[src/rtl/bus_arbiter.sv]
// Two-master bus front end: non-preemptive grant FSM, request/address/data mux,
// and a one-cycle-delayed read-data return mux steered by the decoder selects.
module bus_arbiter #(
    parameter int unsigned ADDR_WIDTH = 16,
    parameter int unsigned DATA_WIDTH = 32
) (
    input  logic                  clk,
    input  logic                  reset_n,
    input  logic                  m0_req,
    input  logic                  m0_wr,
    input  logic [ADDR_WIDTH-1:0] m0_address,
    input  logic [DATA_WIDTH-1:0] m0_dout,
    input  logic                  m1_req,
    input  logic                  m1_wr,
    input  logic [ADDR_WIDTH-1:0] m1_address,
    input  logic [DATA_WIDTH-1:0] m1_dout,
    output logic                  m0_grant,
    output logic                  m1_grant,
    output logic                  m_req,
    output logic                  m_wr,
    output logic [ADDR_WIDTH-1:0] m_address,
    output logic [DATA_WIDTH-1:0] m_dout,
    input  logic                  s0_sel,
    input  logic                  s1_sel,
    input  logic [DATA_WIDTH-1:0] s0_dout,
    input  logic [DATA_WIDTH-1:0] s1_dout,
    output logic [DATA_WIDTH-1:0] m_din
);

    localparam int unsigned SEL_WIDTH = 2;

    typedef enum logic {
        M0_GRANT = 1'b0,
        M1_GRANT = 1'b1
    } state_t;

    state_t                 state;
    state_t                 state_next;
    logic [SEL_WIDTH-1:0]   sel_q;

    // Grant state register; reset hands the bus back to master 0 at once.
    always_ff @(posedge clk or negedge reset_n) begin
        if (!reset_n) begin
            state <= M0_GRANT;
        end else begin
            state <= state_next;
        end
    end

    // Master 0 yields only when idle; master 1 keeps the bus until it drops req.
    always_comb begin
        state_next = state;
        m0_grant   = 1'b1;
        m1_grant   = 1'b0;
        case (state)
            M0_GRANT: begin
                m0_grant = 1'b1;
                m1_grant = 1'b0;
                if (!m0_req && m1_req) begin
                    state_next = M1_GRANT;
                end
            end
            M1_GRANT: begin
                m0_grant = 1'b0;
                m1_grant = 1'b1;
                if (!m1_req) begin
                    state_next = M0_GRANT;
                end
            end
            default: begin
                state_next = M0_GRANT;
            end
        endcase
    end

    // Bus mux driven purely by the grant state.
    always_comb begin
        m_req     = m0_req;
        m_wr      = m0_wr;
        m_address = m0_address;
        m_dout    = m0_dout;
        if (state == M1_GRANT) begin
            m_req     = m1_req;
            m_wr      = m1_wr;
            m_address = m1_address;
            m_dout    = m1_dout;
        end
    end

    // Slave select delayed one cycle to line up with slave read data.
    always_ff @(posedge clk or negedge reset_n) begin
        if (!reset_n) begin
            sel_q <= SEL_WIDTH'(0);
        end else begin
            sel_q <= {s0_sel, s1_sel};
        end
    end

    // Read-data return; no select or a conflicting double select returns zero.
    always_comb begin
        m_din = DATA_WIDTH'(0);
        case (sel_q)
            2'b10:   m_din = s0_dout;
            2'b01:   m_din = s1_dout;
            default: m_din = DATA_WIDTH'(0);
        endcase
    end

endmodule

[config.mk]
export PLATFORM = sky130hd
export DESIGN_NAME = bus_arbiter
export DESIGN_NICKNAME = d
export VERILOG_FILES = /design/src/rtl/bus_arbiter.sv
export SDC_FILE = /design/constraint.sdc
export NUM_CORES = 1
export LEC_CHECK = 0
export CORE_AREA = 5 5 95 97
export CTS_CLUSTER_SIZE = 40
export DETAILED_ROUTE_END_ITERATION = 7
export DIE_AREA = 0 0 100 102
export GPL_ROUTABILITY_DRIVEN = 0
export MAX_ROUTING_LAYER = met4
export PLACE_DENSITY = 0.72
export SLEW_MARGIN = 20
export SYNTH_ARGS = -nofsm -noshare
export SYNTH_HDL_FRONTEND = slang
export SYNTH_SLANG_ARGS = --single-unit
[constraint.sdc]
create_clock -name clk -period 1.85 [get_ports clk]
set_clock_uncertainty 0.15 [all_clocks]
set_input_delay 0.185 -clock clk [delete_from_list [all_inputs] [get_ports clk]]
set_output_delay 0.185 -clock clk [all_outputs]
set_load 0.01 [all_outputs]
# --- Word-level counts from Yosys, hierarchy flattened ---
# Cells that the tools add are included.
word_totals:
  out_inout_bits: 84
  regBits: 3
  mem_bits_ro: 0
  latchBits: 0
  mem_bits_rw: 0
  memories: 0
classes:
  magnitude_cmp: 0
  bitwise: 1
  div: 0
  eq_ne: 2
  n_addsub: 0
  mux: 10
  shift: 0
  n_reduce_logical: 2
  n_mul: 0
ops:
  columns: ["operator", "n"]
  rows:
  - ["$pmux W32 S2", 1]
  - ["$mux W32", 1]
  - ["$mux W16", 1]
  - ["$pmux W1 S2", 3]
  - ["$mux W1", 4]
  - ["$eq A2 B1 Y1 const B", 1]
  - ["$eq A2 B2 Y1 const B", 1]
  - ["$logic_and A1 B1 Y1", 1]
  - ["$logic_not A1 Y1", 1]
  - ["$not A1 Y1", 1]

# --- Longest topological paths before layout ---
depth:
  depth_word: 4
  ltp_mapped: 5
  ltp_nobuf: 4

# --- Worst setup path after synthesis ---
# No wires, ideal clock.
synth_path:
  path_type: "register to output"
  start: "reg sel_q[0]"
  end: "out m_din[0]"
  path_stages_with_launch: 5
  path_slack_ns: 0.421
  path_buffers: 1
  arrival_time_ns: 1.094
  path_cell_list: "dfrtp_1 inv_1 ha_1 clkbuf_1 nor2_1"
synth_between:
  elab_chain_cells: 2
  elab_cells_between_ends: 3
synth_lines:
  columns: ["item", "line", "source"]
  rows:
  - ["from (decl)", "39", "logic [SEL_WIDTH-1:0] sel_q;"]
  - ["from (signal assigned)", "95", "sel_q <= {s0_sel, s1_sel};"]
  - ["$eq A2 B1 Y1 or $eq A2 B2 Y1 (tied branches)", "102", "case (sel_q)"]
  - ["$pmux W32 S2 (*)", "102", null]
  - ["to (decl)", "27", "output logic [DATA_WIDTH-1:0] m_din"]
# Every way passes the cells marked *; elsewhere a longest branch is shown, timed or not.

# --- Worst setup path in the final report ---
layout_path:
  start: "reg sel_q[0]"
  end: "out m_din[9]"
# Same word-level chain as after synthesis.

==> summary.txt <==
Status - complete, but fails checks
Failing checks - negative setup slack
Nets@finish - 574
Drt first pass iters - 4
Worst-Margin Slew - 231.9 ps
First-pass GRT wire length - 11.41 mm
Netlist cell types - 15
Compound-Gate Fraction of Synth Area - 0.1752
FILL cells - 765
Final period util - 1.003
Setup TNS - -6.381 ps
Vias in the first global route - 2300
Htree depth - 1
Post-layout util - 0.5211
Hold Path Class - in -> async
Post-route minimum period - 1856 ps
Async SR Flop Fraction - 1.000
Top cell type's share of synthesized area - 0.5255
Total CTS buffers - 3
Leakage power - 1.904 nW
Max_slew headroom - 0.8454
DR iter-0 viols - 47
Final WL - 8.484 mm
YS warnings - 0
Area share of xor/xnor cells in the synthesized design - 0
Syn_nets - 310
Clock-pin slew on the worst setup and hold paths - 30 ps
CP Class - reg -> out
GR Util All Layers - 0.1442
Total grt overflow - 0
Post-Syn Area per Cell - 9.795 um2
Critical Path AT - 1520 ps
Post-DR wirelength/cell - 16.70 um
Max Root-Sink Buffers - 2
Final Hold Vio Count - 0
CTS Root Cell - clkbuf_8
Cell with the most instances after synthesis - mux2_4
WHS - 1.990 ps
Synthesized area - 0.001371 mm2
Adder-cell share of the synthesized area - 0.01825
I/O Buffers - 251
Unrepaired setup endpoints after global routing - yes
Cells after Synth - 140
CTS tree - built
Fin area - 0.004195 mm2
I/O pin count - 252
Worst Setup Start Kind - flop
Crit. End Element - output pin
Setup-failing EPs final - 1
Die width - 100 um
Post-DP Area - 0.003964 mm2
Initial antenna violation count - 0
Pwr per Cell Area - 316.1 mW/mm2
Clk sink count - 3
Core box area - 0.008051 mm2
Worst skew pair latency - 210 ps
Crit-path max FO - 16
Via Count - 2142
Largest family of logic cells by synthesized area - multiplexers
Remaining antenna violation count after routing - 0
Full die area - 0.01020 mm2
Synth top area cells - mux2_4, a22oi_1, nor2_1, buf_12, dfrtp_1
CP Data Required Time - 1510 ps
Setup WS post-layout - -6.381 ps
Ant diodes - 0
Initial Utilization - 0.1703
Seq/Total Area, Yosys - 0.05474
Maximum capacitance violations - 0
Mux contribution to synthesized area - 0.5338
Chip height - 102 um
Cts hold-fix bufs - 0
Ys flop type - dfrtp_1
Row count - 33
Top cells by count, synth - mux2_4, a22oi_1, nor2_1
P&R area growth vs syn - 205.9%
Max Fclk - 0.5387 GHz
Share of layout cells above drive strength 1 - 0.3573
Via-per-instance ratio - 4.217
Slew Limit Fails - 0
Drt drc - 0
FF+latch count, synth - 3
Largest net degree at the start of global routing - 33
Total Power Consumption - 1.326 mW
Leading area contributor after synthesis - mux2_4
Post-synth EDFFs - 0
Simple-gate share of the synthesized area - 0.1022
Peak supply drop - 0.3180 mV
DP HPWL - 6.762 mm
[final timing paths]
path	to	startpoint	slack [ps]	cells after the start
hold / removal	sel_q[1]$_DFF_PN0_	reset_n	2	1
setup / recovery	m_din[9]	sel_q[0]$_DFF_PN0_	-6	6
min in group clk	sel_q[0]$_DFF_PN0_	s1_sel	260	1
max in group asynchronous	state$_DFF_PN0_	reset_n	1390	1
hold reg to reg	state$_DFF_PN0_	state$_DFF_PN0_	690	3
setup reg to reg	state$_DFF_PN0_	state$_DFF_PN0_	690	3
[critical path: stages (launching register included)]
cell     delay [ps]
dfrtp_1         390
ha_4            170
buf_4           140
buf_16          150
a22oi_2         230
nor2_1           70
buf_2           140
[cell usage in the layout (no fill, tap or decap), types with 3 or more instances in the layout]
cell / n
clkdlybuf4s50_1: 169
mux2_4: 48
nor2_1: 32
buf_2: 31
clkdlybuf4s15_1: 29
a22oi_2: 23
clkbuf_2: 11
buf_4: 11
dlymetal6s2s_1: 10
a22oi_1: 9
buf_12: 6
clkbuf_8: 3
clkbuf_16: 3
[metrics by stage]
stage               cells  worst slack, ps
floorplan             140            420.8
global placement      487           -70.98
detailed placement    487           -94.24
CTS                   493           -144.5
global route          508           -42.14
finish                508           -6.381
[where the power goes]
group	internal [mW]	total (mW)	switching [mW]	leakage, nW
clock network	0.147	0.190	0.0431	0.0228
registers	0.0702	0.0748	0.00460	0.0346
logic	0.709	1.06	0.352	1.85
total	0.926	1.33	0.400	1.90
[flip-flops by register name (all words and copies together) (netlist names)]
name / count
sel_q: 2
state: 1
[layout make-up]
class	instances	area, um2	share of cell area
inverter	3	11.26	0.002684
sequential	3	76.32	0.01819
multi-input combinational	119	1277	0.3045
tap	105	131.4	0.03132
clock buffer	4	45.04	0.01074
timing repair buffer	274	2654	0.6326
[timing repair]
action,4_1_cts,5_1_grt
resized for setup,165,87
gates cloned,1,4
pin swaps,0,4
buffers inserted,1,11
endpoints found under the setup margin,82,68
[per-layer routing]
layer	GRT usage	vias up	wire [um]
met3	0.01570	10	526
met5	-	-	0
met4	0.04041	0	131
met2	0.2699	108	4642
li1	-	1044	-
met1	0.1620	980	3184
[kinds of logic (layout without fill, tap and decap cells)]
| kind of cell | count (synthesis) | count (layout) |
|---|---|---|
| muxes | 49 | 49 |
| and+or+nand+nor | 36 | 36 |
| AOI/OAI and AO/OA | 32 | 32 |
| buffers and inverters | 18 | 281 |
| DFF | 3 | 3 |
| adders and majority gates | 2 | 2 |
(Power assumes the default switching activity.)
